===== config.mk =====
export PLATFORM = sky130hd
export DESIGN_NAME = trigger_window_cache
export DESIGN_NICKNAME = d
export VERILOG_FILES = /design/src/rtl/trigger_window_cache.sv
export SDC_FILE = /design/constraint.sdc
export NUM_CORES = 1
export LEC_CHECK = 0
export ABC_CLOCK_PERIOD_IN_PS = 2800
export BUFFER_PORTS_ARGS = -buffer_cell sky130_fd_sc_hd__buf_4
export CAP_MARGIN = 10
export CORE_MARGIN = 10
export CORE_UTILIZATION = 55
export DETAILED_ROUTE_END_ITERATION = 10
export GPL_TIMING_DRIVEN = 0
export PLACE_DENSITY = 0.73
export REMOVE_ABC_BUFFERS = 1
export SYNTH_ARGS = -nofsm -noshare
export SYNTH_HDL_FRONTEND = slang
export SYNTH_SLANG_ARGS = --single-unit

===== constraint.sdc =====
create_clock -name clk -period 2.8 [get_ports clk]
set_input_delay 0.42 -clock clk [delete_from_list [all_inputs] [get_ports clk]]
set_output_delay 0.42 -clock clk [all_outputs]
set_load 0.005 [all_outputs]

===== src/rtl/trigger_window_cache.sv =====
// Trigger-surround cache: keeps PRE samples before and POST samples from a threshold
// crossing, timestamps the trigger, then streams the window oldest-first on req/rdy.
module trigger_window_cache #(
  parameter int DATA_W = 8,
  parameter int PRE    = 16,
  parameter int POST   = 16,
  parameter int TS_W   = 32
) (
  input  logic              clk,
  input  logic              reset,
  input  logic              start,
  input  logic [DATA_W-1:0] adc_data,
  input  logic              adc_valid,
  input  logic [DATA_W-1:0] thresh,
  input  logic [1:0]        trig_mode,
  input  logic              sbf,
  input  logic              req,
  output logic              trd,
  output logic              cd,
  output logic [TS_W-1:0]   trigtm,
  output logic              rdy,
  output logic [DATA_W-1:0] dat,
  output logic              sd,
  output logic [2:0]        current_state
);

  localparam int DEPTH  = PRE + POST;
  localparam int ADDR_W = (DEPTH > 1) ? $clog2(DEPTH) : 1;
  localparam int CNT_W  = $clog2(DEPTH + 1);
  localparam logic [ADDR_W-1:0] LAST_ADDR  = ADDR_W'(DEPTH - 1);
  localparam logic [CNT_W-1:0]  PRE_LAST   = CNT_W'(PRE - 1);
  localparam logic [CNT_W-1:0]  POST_LAST  = CNT_W'(POST - 1);
  localparam logic [CNT_W-1:0]  DEPTH_LAST = CNT_W'(DEPTH - 1);

  typedef enum logic [2:0] {
    S_IDLE = 3'd0,
    S_ARM  = 3'd1,
    S_WAIT = 3'd2,
    S_POST = 3'd3,
    S_DONE = 3'd4,
    S_SEND = 3'd5
  } state_t;

  state_t            state;
  logic [DATA_W-1:0] mem [DEPTH];
  logic [ADDR_W-1:0] wr_ptr;
  logic [ADDR_W-1:0] rd_ptr;
  logic [CNT_W-1:0]  cnt;
  logic [TS_W-1:0]   ctr;
  logic [DATA_W-1:0] prev;
  logic              prev_valid;
  logic              rise;
  logic              fall;
  logic              hit;
  logic              wr_en;

  assign current_state = state;

  always_comb begin
    rise  = prev_valid && (prev < thresh) && (adc_data >= thresh);
    fall  = prev_valid && (prev >= thresh) && (adc_data < thresh);
    hit   = 1'b0;
    case (trig_mode)
      2'b00:   hit = rise;
      2'b01:   hit = fall;
      2'b10:   hit = rise | fall;
      default: hit = (adc_data >= thresh);
    endcase
    wr_en = adc_valid && ((state == S_ARM) || (state == S_WAIT) || (state == S_POST));
  end

  // Sample storage carries no reset so it can map onto block RAM.
  always_ff @(posedge clk) begin
    if (wr_en) mem[wr_ptr] <= adc_data;
  end

  // cnt is reused: PRE fill count in ARM, post-trigger samples in POST, pops in SEND.
  always_ff @(posedge clk) begin
    if (reset) begin
      state      <= S_IDLE;
      wr_ptr     <= '0;
      rd_ptr     <= '0;
      cnt        <= '0;
      ctr        <= '0;
      prev       <= '0;
      prev_valid <= 1'b0;
      trd        <= 1'b0;
      cd         <= 1'b0;
      trigtm     <= '0;
      rdy        <= 1'b0;
      dat        <= '0;
      sd         <= 1'b0;
    end else begin
      ctr <= ctr + 1'b1;
      sd  <= 1'b0;
      if (wr_en) begin
        wr_ptr     <= (wr_ptr == LAST_ADDR) ? '0 : wr_ptr + 1'b1;
        prev       <= adc_data;
        prev_valid <= 1'b1;
      end
      case (state)
        S_IDLE: begin
          if (start) begin
            state      <= S_ARM;
            wr_ptr     <= '0;
            cnt        <= '0;
            prev_valid <= 1'b0;
            trd        <= 1'b0;
            cd         <= 1'b0;
          end
        end
        S_ARM: begin
          if (adc_valid) begin
            cnt <= cnt + 1'b1;
            if (cnt == PRE_LAST) state <= S_WAIT;
          end
        end
        S_WAIT: begin
          if (adc_valid && hit) begin
            trigtm <= ctr;
            trd    <= 1'b1;
            cnt    <= CNT_W'(1);
            if (POST == 1) begin
              state <= S_DONE;
              cd    <= 1'b1;
            end else begin
              state <= S_POST;
            end
          end
        end
        S_POST: begin
          if (adc_valid) begin
            cnt <= cnt + 1'b1;
            if (cnt == POST_LAST) begin
              state <= S_DONE;
              cd    <= 1'b1;
            end
          end
        end
        S_DONE: begin
          if (sbf) begin
            state  <= S_SEND;
            rd_ptr <= wr_ptr;
            cnt    <= '0;
          end
        end
        S_SEND: begin
          // Alternate load and pop cycles, giving one word every two clocks.
          if (!rdy) begin
            dat <= mem[rd_ptr];
            rdy <= 1'b1;
          end else if (req) begin
            rdy    <= 1'b0;
            rd_ptr <= (rd_ptr == LAST_ADDR) ? '0 : rd_ptr + 1'b1;
            cnt    <= cnt + 1'b1;
            if (cnt == DEPTH_LAST) begin
              sd    <= 1'b1;
              trd   <= 1'b0;
              cd    <= 1'b0;
              state <= S_IDLE;
            end
          end
        end
        default: state <= S_IDLE;
      endcase
    end
  end

endmodule


==> flow_metrics.py, run 1 <==
metrics = {
    "logic_synthesis": {
        "synthAdderAreaFrac_pct": 2.110,
        "synth-simple-area-share_pct": 7.952,
        "synth_cells": 960,
        "postSynthAreaPerCell_um2": 15.44,
        "synth_edf_count": 256,
        "synth_top_area_share_pct": 51.87,
        "synthFlopType": "edfxtp_1",
        "synth_xor_xnor_area_share_pct": 1.891,
        "synthArstFlopShare_pct": 0,
        "synth_cell_types": 56,
        "netlist.top_cell.by_area": "edfxtp_1",
        "synth_top_family_by_area": "multiplexers",
        "ys_warn_count": 0,
        "synthTopCellsByArea": "edfxtp_1, dfxtp_1, mux4_2, mux2i_1, nor2_1",
        "synth_compound_area_share_pct": 4.229,
        "synth-seq-cells": 360,
        "muxShareOfSynthArea_pct": 15.60,
        "syn-cell-area_um2": 14820,
        "seq_area_frac_synth_pct": 65.91,
    },
    "layout": {
        "final_nets": 1084,
        "final_common_cell": "edfxtp_1",
        "drive_above_1_share_pct": 25.40,
        "n_antenna_cell": 0,
        "syn2layout_area_growth_pct": 15.47,
        "final_cell_mix": "edfxtp_1, dfxtp_1, nor2_1",
    },
    "detailed_routing": {
        "drtIter0Drc": 711,
        "ant_nets": 0,
        "routed_wl_um": 30240,
        "wl_per_cell_um": 21.54,
        "drt_first_pass_iters": 5,
        "num_vias": 8188,
        "drc": 0,
        "vias_per_cell": 5.832,
    },
    "clock_network": {
        "numClockSinks": 360,
        "worst_skew_pair.late_latency_ps": 520,
        "root_buffer": "clkbuf_16",
        "htreeDepth": 2,
        "clk_path_buf_depth": 3,
        "cts_buffers": 37,
        "cts_tree": "yes",
        "clkSlewWorstSetupHoldPaths_ps": 60,
    },
    "status": {
        "status": "finished, final reports clean",
    },
    "power_and_ir_drop": {
        "p_clk_share_pct": 44.8,
        "pwr-share-comb_pct": 3.0,
        "peakVddDrop_mv": 0.4982,
        "power_mw": 11.01,
        "p_sw_mw": 2.259,
        "internal-power_mw": 8.753,
        "p_seq_share_pct": 52.2,
        "power_density_nw_per_um2": 643.5,
        "p_leak_nw": 5.914,
        "switching_share_pct": 20.52,
    },
    "timing": {
        "finalHoldViolations": 0,
        "timing.fmax_ghz": 0.3865,
        "finalCritPeriodShare_pct": 92.41,
        "setup_slack_ps": 212.5,
        "finalClockSkew_ps": 18.66,
        "finalSetupViolCount": 0,
        "rsz0062_at_grt": "no",
        "period_needed_ps": 2588,
        "worst_pin_slew_ps": 1158,
        "slew_headroom_pct": 22.79,
        "slew_viol_final": 0,
    },
    "floorplan": {
        "die_w_um": 184.2,
        "start_util_pct": 55.46,
        "coreArea_um2": 26730,
        "ios": 71,
        "rows": 60,
        "dieHeight_um": 184.2,
        "die-area_um2": 33910,
    },
    "global_routing": {
        "grtUsageMet1_pct": 24.83,
        "antenna_found_initial": 0,
        "grt_overflow": 0,
        "grt.busiest_layer": "met2",
        "grt_use_total_pct": 18.08,
        "first_global_vias": 8337,
        "grtUsageMet3_pct": 3.111,
        "grt_max_degree": 102,
        "grt_pass1_wl_um": 47660,
        "met2_usage_pct": 28.88,
    },
    "critical_path": {
        "cp_data_arrival_time_ps": 2940,
        "crit_type": "flop to flop",
        "cp-end-kind": "flop",
        "cp-start-kind": "flop",
        "required_ps": 3150,
        "path_max_fanout": 8,
    },
    "min_path": {
        "hold_path_class": "input pin to flop",
    },
    "placed_design": {
        "io_buffers": 70,
        "gp_congestion": 0.7857,
        "dp_hpwl_um": 18640,
        "dp_slack_ps": -682.7,
    },
    "job": {
        "drv_cap": 0,
    },
}
cells by family (layout without fill, tap and decap cells):
group	count (synthesis)	in the layout
AO/OA/AOI/OAI	90	90
flip-flops	360	360
AND/OR/NAND/NOR	252	252
buffers and inverters	65	168
XOR/XNOR	32	32
adder cells (fa/ha/maj)	25	25
multiplexers	136	136
layout make-up:
cell class,count,area (µm²)
Multi-Input combinational cell,535,4917
Tap cell,341,426.7
Timing Repair Buffer,83,696.9
Fill cell,1908,9612
Sequential cell,360,9776
Clock buffer,44,993.5
Clock inverter,23,236.5
Inverter,18,67.56
worst paths after layout:
kind,from,cells past startpoint,slack [ps],endpoint
worst max-delay path,prev[7],11,210,trigtm[26]
worst max register to register,prev[7],11,210,trigtm[26]
worst min-delay path,req,4,280,rdy
worst min register to register,prev[0],2,460,prev[0]
repair_timing:
action | CTS | global route
buffers inserted | 1 | 5
pin swaps | 1 | 2
hold buffers | 0 | 0
gates resized for setup | 27 | 29
setup endpoints to repair | 266 | 271
metal layers:
| metal | up-vias | share of wire, % |
|---|---|---|
| met1 | 4087 | 44 |
| met4 | 0 | 2.1 |
| met3 | 48 | 5.5 |
| li1 | 3823 | - |
| met2 | 230 | 48 |
| met5 | - | 0 |
state kept, by name (all words and copies together) (netlist names):
signal / count
rd_ptr: 5
mem: 256
trd: 1
rdy: 1
sd: 1
current_state: 3
prev_valid: 1
trigtm: 32
prev: 8
ctr: 32
wr_ptr: 5
cd: 1
dat: 8
cnt: 6
through the flow:
stage / setup TNS (ps) / area (µm²) / hold WS, ps / util, % / cells
floorplan: -61180 / 14550 / 430.3 / - / 913
global placement: -393530 / 15500 / 446.3 / 58.00 / 1324
detailed placement: -111400 / 15610 / 452.1 / 58.42 / 1331
CTS: -7911 / 16920 / 263.9 / 63.31 / 1399
global route: 0 / 17110 / 281.9 / 64.04 / 1404
finish: 0 / 17110 / 281.6 / 64.04 / 1404
synth_stat cells (7+ instances only):
library cell	instances
nor3_1	9
inv_1	15
a211oi_2	10
xnor2_1	12
buf_2	10
nand3_1	25
o21ai_0	12
ha_1	25
nand4_1	10
or3_1	7
dfxtp_1	104
nor2_1	120
edfxtp_1	256
and3_1	10
clkbuf_1	23
mux4_1	10
mux2i_1	63
nand2_1	42
xor2_1	20
a211oi_1	7
a21oi_1	33
mux4_2	63
power by group through the flow:
stage	sequential (mW)	clock [mW]	combinational, mW
2_1_floorplan	5.86	0	0.144
3_3_place_gp	5.86	0	0.298
3_5_place_dp	5.86	0	0.308
4_1_cts	5.74	5.02	0.313
5_1_grt	5.75	5.23	0.370
6_report	5.75	4.94	0.331
critical path, stage by stage, from the launching register on:
cell	delay [ps]
dfxtp_1	320
ha_1	310
a21oi_1	160
o21a_1	170
nand3b_1	140
a221oi_4	370
o211ai_1	200
buf_6	180
buf_4	180
buf_4	190
mux2i_1	160
nor2_1	50
No activity file was read; power rests on OpenSTA's default activity.
==> run 2, diff against run 1 <==
- CORE_ASPECT_RATIO: default -> 2
==> run 2 against run 1 <==
Critical path depth decreased by 1. Count of clock-buffer cells in the layout decreased by 9. Register-to-register slack improved by 30 ps. Sequential cell count unchanged. Cell count about the same. Combinational power decreased by 3%. Global-route usage decreased by 0.20 points. Die area increased by 1.2%. Via count decreased by 0.44%. Critical endpoint unchanged.
==> flow_metrics.py, run 2 (synthesis gave the netlist of run 1 again) <==
metrics = {
    "status": {
        "status": "finished, final reports clean",
    },
    "detailed_routing": {
        "wl_per_cell_um": 21.66,
        "ant_nets": 0,
        "drtIter0Drc": 520,
        "routed_wl_um": 30390,
        "vias_per_cell": 5.810,
        "drt_first_pass_iters": 5,
        "num_vias": 8152,
        "drc": 0,
    },
    "layout": {
        "final_common_cell": "edfxtp_1",
        "top_register": "mem",
        "multi_input_area_um2": 4912,
        "final_cells": 1403,
        "final_nets": 1080,
        "drive_above_1_share_pct": 24.64,
        "reg_top3": "mem (256), ctr (32), trigtm (32)",
        "register_area_um2": 9776,
        "n_antenna_cell": 0,
        "nFillCells": 1979,
        "largest_reg_flops": 256,
        "final_cell_mix": "edfxtp_1, dfxtp_1, nor2_1",
        "syn2layout_area_growth_pct": 14.22,
    },
    "placed_design": {
        "gp_congestion": 0.8393,
        "dp_slack_ps": -934.8,
        "io_buffers": 70,
        "dp_hpwl_um": 20190,
        "placedCellCount": 1338,
    },
    "critical_path": {
        "r2r-start": "prev[7]",
        "crit_path_start": "prev[7]",
        "r2r_cells": 10,
        "path_max_fanout": 14,
        "crit_type": "flop to flop",
        "required_ps": 3210,
        "cp-start-kind": "flop",
        "cp-end-kind": "flop",
        "r2r_setup_slack_ps": 240,
        "cp_data_arrival_time_ps": 2970,
    },
    "clock_network": {
        "htreeDepth": 1,
        "root_buffer": "clkbuf_16",
        "cts_buffers": 31,
        "clk_path_buf_depth": 3,
        "clkSlewWorstSetupHoldPaths_ps": 70,
        "numClockSinks": 360,
        "cts_tree": "yes",
        "worst_skew_pair.late_latency_ps": 570,
        "holdBufCountCts": 0,
    },
    "timing": {
        "worst_pin_slew_ps": 1085,
        "slew_viol_final": 0,
        "hold_slack_ps": 230.4,
        "period_needed_ps": 2559,
        "finalCritPeriodShare_pct": 91.40,
        "timing.fmax_ghz": 0.3908,
        "finalSetupViolCount": 0,
        "rsz0062_at_grt": "no",
        "finalHoldViolations": 0,
        "slew_headroom_pct": 27.67,
        "finalClockSkew_ps": 12.29,
        "setup_slack_ps": 240.8,
    },
    "floorplan": {
        "coreArea_um2": 26800,
        "ios": 71,
        "die_w_um": 136.1,
        "die-area_um2": 34310,
        "start_util_pct": 55.30,
        "dieHeight_um": 252.2,
        "rows": 85,
    },
    "power_and_ir_drop": {
        "power_mw": 10.44,
        "power_density_nw_per_um2": 616.5,
        "p_leak_nw": 5.802,
        "peakVddDrop_mv": 0.5006,
    },
    "global_routing": {
        "grt_overflow": 0,
        "first_global_vias": 8509,
        "grt_max_degree": 102,
        "grt_pass1_wl_um": 47670,
        "grt_use_total_pct": 17.88,
        "antenna_found_initial": 0,
    },
    "min_path": {
        "min_from": "req",
        "whs_path_depth": 4,
        "hold_path_class": "input pin to flop",
    },
    "job": {
        "drv_cap": 0,
    },
}
-- run 2: where the power goes --
part	switching (mW)	internal (mW)
registers	0.0262	5.72
clock network	1.88	2.50
logic	0.216	0.105
total	2.12	8.32
-- run 2: routing by layer --
metal  vias up  track usage (%)  routed length, µm
met5         -                0                  0
met4         0            5.992                818
met3        52            2.846               1360
met2       194            34.15              17220
met1      4095            19.13              10990
li1       3811                -                  -
-- run 2: final timing paths --
path,to
worst max register to register,trigtm[26]
worst max-delay path,trigtm[26]
worst min register to register,prev[0]
worst min-delay path,rdy
-- run 2: timing repair --
item	in CTS	in global routing
gates resized for setup	14	40
endpoints found under the setup margin	284	270
buffers inserted	1	8
pin swaps	1	3
-- run 2: cell type report --
class | count | share of cell area, %
Clock inverter | 22 | 1.486
Tap cell | 348 | 2.572
Timing Repair Buffer | 85 | 4.109
Clock buffer | 35 | 4.671
Inverter | 18 | 0.3991
Multi-Input combinational cell | 535 | 29.02
Sequential cell | 360 | 57.75
-- run 2: critical path, stage by stage, from the launching register on --
cell,delay (ps)
dfxtp_1,320
ha_1,310
a21oi_1,160
o21a_1,210
nand3b_1,150
a221oi_4,410
o211ai_1,200
buf_4,210
buf_4,220
mux2i_1,170
nor2_1,50
-- run 2: metrics by stage --
stage | area, µm² | utilization, % | TNS [ps]
final | 16930 | 63.17 | 0
after global routing | 16930 | 63.17 | 0
after CTS | 16710 | 62.33 | -20020
after detailed placement | 15620 | 58.27 | -136230
after global placement | 15510 | 57.87 | -384030
after floorplan | 14550 | - | -61180
